[config.mk]
export PLATFORM = sky130hd
export DESIGN_NAME = mc_control_fsm
export DESIGN_NICKNAME = d
export VERILOG_FILES = /design/src/rtl/mc_control_fsm.sv
export SDC_FILE = /design/constraint.sdc
export NUM_CORES = 1
export LEC_CHECK = 0
export BUFFER_PORTS_ARGS = -buffer_cell sky130_fd_sc_hd__buf_2
export CAP_MARGIN = 20
export CORE_UTILIZATION = 48
export DETAILED_ROUTE_END_ITERATION = 10
export GPL_TIMING_DRIVEN = 0
export PLACE_DENSITY = 0.77
export REMOVE_ABC_BUFFERS = 1
export SLEW_MARGIN = 15
export SYNTH_ARGS = -nofsm -noshare
export SYNTH_HDL_FRONTEND = slang
export SYNTH_SLANG_ARGS = --single-unit
[constraint.sdc]
create_clock -name clk -period 1.7 [get_ports clk]
set_input_delay 0.17 -clock clk [delete_from_list [all_inputs] [get_ports clk]]
set_output_delay 0.17 -clock clk [all_outputs]
set_load 0.05 [all_outputs]
[src/rtl/mc_control_fsm.sv]
// Multicycle control unit: steps each instruction through IF/ID/EXE/MEM/WB and
// decodes all datapath controls combinationally from {state, op, zero, sign}.
module mc_control_fsm #(
    parameter int unsigned OP_W = 6,
    parameter int unsigned ST_W = 3
) (
    input  logic            clk,
    input  logic            Reset,
    input  logic [OP_W-1:0] op,
    input  logic            zero,
    input  logic            sign,
    output logic [ST_W-1:0] state,
    output logic            PCWre,
    output logic            InsMemRW,
    output logic            IRWre,
    output logic            RegWre,
    output logic [1:0]      RegDst,
    output logic            WrRegDSrc,
    output logic            ALUSrcA,
    output logic            ALUSrcB,
    output logic            ExtSel,
    output logic [2:0]      ALUOp,
    output logic            mRD,
    output logic            mWR,
    output logic            DBDataSrc,
    output logic [1:0]      PCSrc
);

    // The eight working states use every 3-bit code, so HALT lives on an extra
    // bit; the debug port shows only the low bits.
    localparam int unsigned SQ_W = ST_W + 1;

    localparam logic [SQ_W-1:0] S_IF    = 4'b0000;
    localparam logic [SQ_W-1:0] S_ID    = 4'b0001;
    localparam logic [SQ_W-1:0] S_EXE_A = 4'b0110;
    localparam logic [SQ_W-1:0] S_EXE_B = 4'b0101;
    localparam logic [SQ_W-1:0] S_EXE_L = 4'b0010;
    localparam logic [SQ_W-1:0] S_MEM   = 4'b0011;
    localparam logic [SQ_W-1:0] S_WB_A  = 4'b0111;
    localparam logic [SQ_W-1:0] S_WB_L  = 4'b0100;
    localparam logic [SQ_W-1:0] S_HALT  = 4'b1000;

    localparam logic [OP_W-1:0] OP_ADD   = 6'b000000;
    localparam logic [OP_W-1:0] OP_SUB   = 6'b000001;
    localparam logic [OP_W-1:0] OP_ADDI  = 6'b000010;
    localparam logic [OP_W-1:0] OP_OR    = 6'b010000;
    localparam logic [OP_W-1:0] OP_AND   = 6'b010001;
    localparam logic [OP_W-1:0] OP_ORI   = 6'b010010;
    localparam logic [OP_W-1:0] OP_SLL   = 6'b011000;
    localparam logic [OP_W-1:0] OP_SLT   = 6'b100110;
    localparam logic [OP_W-1:0] OP_SLTIU = 6'b100111;
    localparam logic [OP_W-1:0] OP_SW    = 6'b110000;
    localparam logic [OP_W-1:0] OP_LW    = 6'b110001;
    localparam logic [OP_W-1:0] OP_BEQ   = 6'b110100;
    localparam logic [OP_W-1:0] OP_BNE   = 6'b110101;
    localparam logic [OP_W-1:0] OP_BLTZ  = 6'b110110;
    localparam logic [OP_W-1:0] OP_J     = 6'b111000;
    localparam logic [OP_W-1:0] OP_JR    = 6'b111001;
    localparam logic [OP_W-1:0] OP_JAL   = 6'b111010;
    localparam logic [OP_W-1:0] OP_HALT  = 6'b111111;

    localparam logic [2:0] ALU_ADD  = 3'b000;
    localparam logic [2:0] ALU_SUB  = 3'b001;
    localparam logic [2:0] ALU_OR   = 3'b010;
    localparam logic [2:0] ALU_AND  = 3'b011;
    localparam logic [2:0] ALU_SLL  = 3'b100;
    localparam logic [2:0] ALU_SLT  = 3'b101;
    localparam logic [2:0] ALU_SLTU = 3'b110;

    logic [SQ_W-1:0] state_q;
    logic [SQ_W-1:0] state_d;

    assign state = state_q[ST_W-1:0];

    // State register with synchronous active-low reset back to IF.
    always_ff @(posedge clk) begin
        if (!Reset) begin
            state_q <= S_IF;
        end else begin
            state_q <= state_d;
        end
    end

    // Next-state selection.
    always_comb begin
        state_d = S_IF;
        case (state_q)
            S_IF:    state_d = S_ID;
            S_ID: begin
                case (op)
                    OP_HALT:                        state_d = S_HALT;
                    OP_BEQ, OP_BNE, OP_BLTZ:        state_d = S_EXE_B;
                    OP_ADD, OP_SUB, OP_ADDI, OP_OR, OP_AND, OP_ORI,
                    OP_SLL, OP_SLT, OP_SLTIU:       state_d = S_EXE_A;
                    OP_LW, OP_SW:                   state_d = S_EXE_L;
                    default:                        state_d = S_IF;
                endcase
            end
            S_EXE_A: state_d = S_WB_A;
            S_WB_A:  state_d = S_IF;
            S_EXE_B: state_d = S_IF;
            S_EXE_L: state_d = S_MEM;
            S_MEM:   state_d = (op == OP_LW) ? S_WB_L : S_IF;
            S_WB_L:  state_d = S_IF;
            S_HALT:  state_d = S_HALT;
            default: state_d = S_IF;
        endcase
    end

    // Output decode from state, opcode and ALU flags.
    always_comb begin
        PCWre     = 1'b0;
        InsMemRW  = 1'b0;
        IRWre     = 1'b0;
        RegWre    = 1'b0;
        RegDst    = 2'b00;
        WrRegDSrc = 1'b0;
        ALUSrcA   = 1'b0;
        ALUSrcB   = 1'b0;
        ExtSel    = 1'b0;
        ALUOp     = ALU_ADD;
        mRD       = 1'b0;
        mWR       = 1'b0;
        DBDataSrc = 1'b0;
        PCSrc     = 2'b00;
        case (state_q)
            S_IF: begin
                InsMemRW = 1'b1;
                IRWre    = 1'b1;
            end
            S_ID: begin
                case (op)
                    OP_J: begin
                        PCWre = 1'b1;
                        PCSrc = 2'b11;
                    end
                    OP_JR: begin
                        PCWre = 1'b1;
                        PCSrc = 2'b10;
                    end
                    OP_JAL: begin
                        RegWre = 1'b1;
                        PCWre  = 1'b1;
                        PCSrc  = 2'b11;
                    end
                    OP_HALT, OP_BEQ, OP_BNE, OP_BLTZ, OP_LW, OP_SW,
                    OP_ADD, OP_SUB, OP_ADDI, OP_OR, OP_AND, OP_ORI,
                    OP_SLL, OP_SLT, OP_SLTIU: begin
                    end
                    // Unknown opcodes retire here as a nop.
                    default: PCWre = 1'b1;
                endcase
            end
            S_EXE_B: begin
                ALUOp  = ALU_SUB;
                ExtSel = 1'b1;
                PCWre  = 1'b1;
                case (op)
                    OP_BEQ:  PCSrc = zero  ? 2'b01 : 2'b00;
                    OP_BNE:  PCSrc = !zero ? 2'b01 : 2'b00;
                    OP_BLTZ: PCSrc = sign  ? 2'b01 : 2'b00;
                    default: PCSrc = 2'b00;
                endcase
            end
            S_EXE_A, S_WB_A, S_EXE_L, S_MEM, S_WB_L: begin
                // Selects follow the opcode so they stay stable from EXE to WB.
                case (op)
                    OP_ADD:   begin RegDst = 2'b10; ALUOp = ALU_ADD; end
                    OP_SUB:   begin RegDst = 2'b10; ALUOp = ALU_SUB; end
                    OP_ADDI:  begin RegDst = 2'b01; ALUOp = ALU_ADD; ALUSrcB = 1'b1; ExtSel = 1'b1; end
                    OP_OR:    begin RegDst = 2'b10; ALUOp = ALU_OR; end
                    OP_AND:   begin RegDst = 2'b10; ALUOp = ALU_AND; end
                    OP_ORI:   begin RegDst = 2'b01; ALUOp = ALU_OR; ALUSrcB = 1'b1; end
                    OP_SLL:   begin RegDst = 2'b10; ALUOp = ALU_SLL; ALUSrcA = 1'b1; end
                    OP_SLT:   begin RegDst = 2'b10; ALUOp = ALU_SLT; end
                    OP_SLTIU: begin RegDst = 2'b01; ALUOp = ALU_SLTU; ALUSrcB = 1'b1; ExtSel = 1'b1; end
                    OP_LW, OP_SW: begin RegDst = 2'b01; ALUOp = ALU_ADD; ALUSrcB = 1'b1; ExtSel = 1'b1; end
                    default: begin end
                endcase
                if (state_q == S_WB_A) begin
                    RegWre    = 1'b1;
                    PCWre     = 1'b1;
                    WrRegDSrc = 1'b1;
                end else if (state_q == S_MEM) begin
                    if (op == OP_LW) begin
                        mRD = 1'b1;
                    end else begin
                        mWR   = 1'b1;
                        PCWre = 1'b1;
                    end
                end else if (state_q == S_WB_L) begin
                    // Load data reaches the register file through DB.
                    mRD       = 1'b1;
                    DBDataSrc = 1'b1;
                    RegWre    = 1'b1;
                    WrRegDSrc = 1'b1;
                    PCWre     = 1'b1;
                end
            end
            default: begin end
        endcase
    end

endmodule

# [Word level (Yosys, flattened, before mapping)]
# Memories as Yosys holds them, arrays and structs flattened.
# Cells that the tools add are included.
[word_totals] regBits=4 rom_bits=256 in_bits=10 out_inout_bits=21 word_cells=75 memories=1
[classes] n_eq_ne=25 muxes=39 n_reduce_logical=9
[memory_table] memory="(no name shown)" words=64 word_bits=4 read_ports=1 rd_ports_with_merged_regs=0 write_ports=0 line="90" text="case (op)"
[op_table] cell="$eq A6 B6 Y1 const B" count=11
[op_table] cell="$mux W1" count=27
[op_table] cell="$eq A6 B5 Y1 const B" count=4
[op_table] cell="$pmux W4 S6" count=1
[op_table] cell="$pmux W3 S6" count=1
[op_table] cell="$eq A4 B3 Y1 const B" count=4
[op_table] cell="$reduce_or A15 Y1" count=1
[op_table] cell="$pmux W2 S2" count=3
[op_table] cell="$reduce_or A5 Y1" count=2
[op_table] cell="$eq A4 B2 Y1 const B" count=2
[op_table] cell="$eq A6 B1 Y1 const B" count=1
[op_table] cell="$eq A6 B2 Y1 const B" count=1
[op_table] cell="$logic_not A6 Y1" count=1
[op_table] cell="$pmux W1 S3" count=2
[op_table] cell="$pmux W3 S2" count=1
[op_table] cell="$reduce_or A6 Y1" count=1
[op_table] cell="$eq A4 B1 Y1 const B" count=1
[op_table] cell="$eq A4 B4 Y1 const B" count=1
[op_table] cell="$logic_not A4 Y1" count=1
[op_table] cell="$pmux W1 S2" count=2
[op_table] cell="$reduce_or A2 Y1" count=2
[op_table] cell="$reduce_or A4 Y1" count=1
[op_table] cell="$mux W3" count=1
[op_table] cell="$mux W2" count=1

# [Longest topological paths before layout]
# Gate-level depths: netlist of the first run.
[logic_depth] ltp_word=5 mapped_depth=7

# [Least setup slack after synthesis of the first run]
# No wires, ideal clock.
[synth_timing] kind="reg-to-output" start="register state_q[2]" end="output RegDst[0]" arrival_time_ps=2491 t_required_ps=1530 setup_slack_ps=-961 path_stages_with_launch=6 path_buffers=2 path_cell_list="dfxtp_1 > clkbuf_1 > nor2b_1 > o21bai_1 > nor3_1 > buf_4"
[synth_between] elab_chain_len=3 word_cells_on_any_way=7 classes_between="eq/ne: 5; mux: 1; reduce/logical: 1"
[synth_lines] element="from (decl)" line="70" text="logic [SQ_W-1:0] state_q;"
[synth_lines] element="from (signal assigned)" line="80" text="state_q <= state_d;"
[synth_lines] element="$eq A4 B3 Y1 or $eq A4 B2 Y1 (tied branches)" line="126" text="case (state_q)"
[synth_lines] element="$reduce_or A5 Y1 *" line="126"
[synth_lines] element="$mux W2 *" line="126"
[synth_lines] element="to (decl)" line="17" text="output logic [1:0] RegDst,"
# Every way passes the cells marked *; elsewhere a longest branch is shown, timed or not.

# [Final worst setup path of the first run]
[layout_timing] start="register state_q[1]" end="output RegWre"
[layout_between] elab_chain_len=5 word_cells_on_any_way=11 classes_between="eq/ne: 6; mux: 4; reduce/logical: 1"
[layout_lines] element="$eq A4 B3 Y1" line="126, 191"
[layout_lines] element="$mux W1" line="191" text="end else if (state_q == S_WB_L) begin"
[layout_lines] element="$mux W1" line="184" text="end else if (state_q == S_MEM) begin"
[layout_lines] element="$mux W1" line="180" text="if (state_q == S_WB_A) begin"
[layout_lines] element="$pmux W1 S2 *" line="126"
[layout_lines] element="to (decl)" line="16" text="output logic RegWre,"
# Marks and branches as above.

==> impl_results.md, run 1 <==
- ANT cells: 0
- F_max: 536 MHz
- Final worst path period share: 110%
- Most frequent cells in the layout: 23 x buf_4, 13 x a21oi_1, 10 x buf_2, 9 x nor2_1
- DRT met1 WL: between 1000 and 1500 um
- Dpl hpwl: 1430 um
- Clock slew at reported path FFs: roughly 40 ps
- Biggest register: state_q
- Clock Sinks: 4
- Peak VDD IR: approximately 0.00050 V
- Commonest non-fill, non-tap cell in the layout: buf_4
- Clk_lat worst skew: around 250 ps
- CTS max path bufs: 2
- H-tree levels: 1
- Worst-path fanout max: 2
- Seq cells post-synth: 4
- Fin worst setup slack: -166 ps
- First DRT Iteration DRCs: 55
- HP Start: Reset
- Drt wl/cell: roughly 16 um
- Synth cell types: 41
- Mapped Area: 802 um2
- Die Y: roughly 43 um
- Vias/cell: ~6.4
- Largest net degree at the start of global routing: 23
- Core Util, Final: about 77%
- Initial antenna violation count: 0
- Largest regs: state_q (4)
- Tmin final: ~1900 ps
- DR vias: 1075
- Final hold slack: approximately 230 ps
- Layout area overhead: 47.3%
- Grt ovf: 0
- P_leak: 0.476 nW
- Synth Flop Type: dfxtp_1
- CTS root buf: clkbuf_4
- CTS tree: yes
- Total Wirelength: approximately 2600 um
- Nets: about 160
- Top delay family on crit path: simple AND/OR/NAND/NOR gates
- Std-Cell Rows: 14
- Num CTS Buffers: 3
- DRC Markers: 0
- Max FFs per register: 4
- Final Skew: roughly 12 ps
- Slew HR: 72.7%
- Hold Buf Count CTS: 0
- Pwr/cell area: between 400 and 500 nW/um2
- Outcome: complete, but fails checks
- Least-Margin Pin Slew: around 400 ps
- Fraction of registers with async set/reset: 0%
- GPL Wtd Cong: 0.789
- First-pass GRT wire length: 3770 um
- HP Class: input port to flop
- Vias in the first global route: slightly below 900
- Max Cap Violations: 0
- Top layer in use: met4
- Reg-to-Reg Start: state_q[1]
- CP Capture Type: output pin
- DRT Pass-1 Iters: 4
- Setup Viol. Count Final: 3
- Die ar.: ~1800 um2
- Fin. max-slew vios: 0
- Number of enable flip-flop cells after synthesis: 0
- Post-Synthesis Cells: around 130
- WS Path Type: flop to output pin
- Crit path cell chain: nor4b_4, nand2_1, or3_4, o21bai_1, buf_4
- IO Port Bufs: 30
- Worst path arrival time: roughly 1700 ps
- Failing checks: setup timing
- Wire length on met3: 119 um
- Buf+Inv Stages, Crit Path: 1
- # IOs: 31
- Syn avg cell area: roughly 6.4 um2
- Max incr delay on CP: approximately 350 ps
- Sequential area share after synthesis: around 10%
- Share of layout cells above drive strength 1: 45.7%
- GRT Total Usage: approximately a quarter
- Synth Warn #: 0
- Core ar.: approximately 1500 um2
- Detail Route Antenna Nets: 0
- Met2 Routed Length: 1300 um
- Tot Pwr: 0.574 mW
- Horiz. Die Dim: about 43 um
- CP Launch Point: state_q[1]
- Starting Density: roughly 52%
- Final Hold Viols: 0
- Slowest CP cell: dfxtp_4
- RSZ-0062 raised after global routing: yes
- CP Data Required Time: ~1500 ps
- Worst Setup Start Kind: flop
kinds of logic (layout without fill, tap and decap cells):
logic type                count (synthesis)  in the layout  share of synthesized area (%)
and+or+nand+nor                          60             60                           45.9
buffers and inverters                    22             48                           13.1
DFF                                       4              4                           9.98
AOI/OAI and AO/OA                        38             38                           30.0
xor gates and xnor gates                  1              1                           1.09
worst paths after layout:
check                     to  slack [ps]  depth (start not counted)
setup reg to reg  state_q[1]         170                          7
hold / removal    state_q[0]         230                          2
hold reg to reg   state_q[3]         670                          2
setup / recovery      RegWre        -170                          5
synthesized netlist by cell type, types with 4 or more instances:
master	instances	area [um2]
nand3b_1	4	30.0
nor2_1	9	33.8
nand2b_1	6	37.5
a21oi_1	15	75.1
dfxtp_1	4	80.1
o21bai_1	4	30.0
nor3_1	7	35.0
nand3_1	5	25.0
buf_4	5	37.5
nand2_1	7	26.3
clkbuf_1	9	33.8
cell type report:
class | count | area (um2)
flip-flops and latches | 4 | 92.6
multi-input cells | 99 | 722
inverters | 5 | 18.8
clock buffers | 3 | 22.5
well taps | 16 | 20.0
repair buffers | 40 | 305
fillers | 106 | 360
report_power, final:
part	total [mW]	switching (mW)	leakage [nW]	internal (mW)
Sequential	0.103	0.00485	0.0352	0.0978
Clock	0.125	0.0455	0.0138	0.0793
Combinational	0.347	0.217	0.427	0.130
Total	0.574	0.267	0.476	0.307
worst reg2reg max path, delay by kind of cell (launching register included):
kind / cells / cell delay [ps]
AOI/OAI and AO/OA: 3 / 460
DFF: 1 / 350
and+or+nand+nor: 1 / 290
buffers and inverters: 3 / 350
per-stage QoR:
stage,setup WS (ps),setup TNS (ps),cell area (um2),std cells
6_report,-166,-328,1180,167
3_5_place_dp,-291,-643,886,154
5_1_grt,-239,-649,1180,167
2_1_floorplan,-1760,-13020,716,108
3_3_place_gp,-228,-493,886,154
4_1_cts,-144,-208,1060,165
layer usage:
metal,vias up,track usage (%)
met1,511,33.7
met5,-,0
met3,8,4.68
met4,0,11.3
met2,41,43.3
li1,515,-
what timing repair did:
action / CTS / global route
setup buffers: 8 / 2
hold endpoints to repair: 0 / 0
pin swaps: 3 / 2
setup endpoints to repair: 13 / 13
gates cloned: 0 / 0
gates resized for setup: 30 / 35
No activity file was read; power rests on OpenSTA's default activity.
==> run 2, diff against run 1 <==
CORE_UTILIZATION = 43   (was 48)
PLACE_DENSITY = 0.74   (was 0.77)
clock period = 1.5 ns   (was 1.7 ns; I/O delays follow)
==> run 2 against run 1 <==
The flow still finishes with violations (setup timing); critical path depth did not move; core utilization fell by 4.7 points; first-iteration DRC count fell by 20%.
==> impl_results.md, run 2 (synthesis results as in run 1) <==
- Fin worst setup slack: -375 ps (-209 ps)
- P_leak: 0.479 nW (+0.59%)
- Starting Density: 45.9% (-6.1 points)
- CP Capture Type: output pin
- Pwr/cell area: 518 nW/um2 (+6.5%)
- Core ar.: 1750 um2 (+13%)
- GRT Total Usage: 26.3% (-0.21 points)
- Max Cap Violations: 0 (unchanged)
- Final Hold Viols: 0 (unchanged)
- First DRT Iteration DRCs: 44 (-20%)
- Layout area overhead: 56.6%
- Detail Route Antenna Nets: 0 (unchanged)
- Drt wl/cell: 16.4 um (+5.1%)
- H-tree levels: 1 (unchanged)
- Worst-path fanout max: 9 (+7)
- Fin. max-slew vios: 0 (unchanged)
- IO Port Bufs: 30 (unchanged)
- Largest regs: state_q (4)
- Reg-to-Reg Start: state_q[0]
- WS Path Type: flop to output pin
- RSZ-0062 raised after global routing: yes
- Hold Buf Count CTS: 0 (unchanged)
- Least-Margin Pin Slew: 422 ps (+13.5 ps)
- Biggest register: state_q
- Tmin final: roughly 1900 ps
- Grt ovf: 0 (unchanged)
- GPL Wtd Cong: 0.805 (+2.0%)
- Clock slew at reported path FFs: 40 ps (about the same)
- Failing checks: setup timing
- Worst path arrival time: 1730 ps (+30 ps)
- Critical Path End: RegWre
- DR vias: 1080 (+0.47%)
- R2R Path End: state_q[2]
- Finished Layout Cells: 175 (+4.8%)
- DRC Markers: 0 (unchanged)
- Nets: 162 (-0.61%)
- Die Y: 45.2 um (+5.4%)
- Share of layout cells above drive strength 1: 46.7% (+0.97 points)
- Clk_lat worst skew: 230 ps (-20 ps)
- Slew HR: 71.2% (-1.6 points)
- CTS max path bufs: 2 (unchanged)
- Total Wirelength: 2870 um (+10%)
- DRT Pass-1 Iters: 4 (unchanged)
- Clock Sinks: 4 (unchanged)
- Reg-to-reg slack, setup: 40 ps (-130 ps)
- Die ar.: 2040 um2 (+11%)
- Most frequent cells in the layout: 16 x buf_4, 14 x buf_6, 10 x a21oi_1, 7 x buf_2
- Design area: 1260 um2 (+6.4%)
- Max FFs per register: 4 (unchanged)
- Dpl hpwl: 1440 um (+0.82%)
- Horiz. Die Dim: 45.2 um (+5.4%)
- Initial antenna violation count: 0 (unchanged)
- Outcome: complete, but fails checks
- Placed Cells: 163 (+5.8%)
- ANT cells: 0 (unchanged)
- Final worst path period share: 125%
- Commonest non-fill, non-tap cell in the layout: buf_4
- First-pass GRT wire length: 3960 um (+4.9%)
- CTS tree: yes
- Final Skew: 2.02 ps (-10.1 ps)
- Worst Setup Start Kind: flop
- Setup Viol. Count Final: 12 (+9)
- # IOs: 31 (unchanged)
- Num CTS Buffers: 3 (unchanged)
- Peak VDD IR: 0.000415 V (-16%)
- HP Class: input port to flop
- CP Data Required Time: 1350 ps (-180 ps)
- Std-Cell Rows: 15 (+1)
- Worst reg2reg path depth: 6 (-1)
- CP Launch Point: state_q[0]
- Largest net degree at the start of global routing: 23 (unchanged)
- CTS root buf: clkbuf_4
- Vias in the first global route: 939 (+6.0%)
- Placed cell area: 897 um2 (+1.3%)
- F_max: roughly 530 MHz
- Vias/cell: 6.17 (-4.1%)
## run 2: where the power goes
group	internal [mW]	leakage (nW)	total, mW	switching (mW)
registers	0.109	0.0355	0.122	0.0125
clock network	0.0891	0.0138	0.128	0.0387
logic	0.154	0.429	0.401	0.247
## run 2: worst min-delay path by stage
stage | from | end | slack [ps] | cells after the start
4_1_cts | Reset | state_q[0] | 200 | 2
3_5_place_dp | Reset | state_q[0] | 440 | 2
2_1_floorplan | op[3] | state_q[3] | 320 | 2
5_1_grt | Reset | state_q[0] | 200 | 2
6_report | Reset | state_q[0] | 210 | 2
3_3_place_gp | Reset | state_q[0] | 440 | 2
## run 2: layout make-up
type	count	area, um2
Sequential cell	4	95.1
Clock buffer	3	22.5
Inverter	5	26.3
Tap cell	25	31.3
Fill cell	138	489
Multi-Input combinational cell	99	733
Timing Repair Buffer	39	348
## run 2: critical path, stage by stage (launching register included)
cell and delay, ps:
dfxtp_4 400, nor4b_4 250, nand2_1 120, or3_4 360, o21bai_1 140, buf_4 220
## run 2: per-stage QoR
stage                     setup slack, ps  setup TNS, ps  hold slack, ps  power (mW)  utilization [%]
after floorplan                     -1940         -16560             325       0.320                -
after global placement               -401          -1730             442       0.400             51.4
after detailed placement             -412          -2010             440       0.405             51.4
after CTS                            -309          -1380             204       0.593             63.6
after global routing                 -446          -2840             204       0.695             72.0
final                                -375          -1910             214       0.651             72.0
## run 2: metal layers
| layer | global-route usage [%] | share of wire [%] |
|---|---|---|
| met2 | 44.1 | 51 |
| met5 | 0 | 0 |
| met3 | 4.00 | 5.9 |
| met4 | 13.3 | 1.9 |
| met1 | 32.3 | 41 |
## run 2: timing repair
item,4_1_cts,5_1_grt
pin swaps,4,5
gates cloned,0,0
resized for setup,45,35
setup endpoints to repair,19,20
buffers inserted,7,3
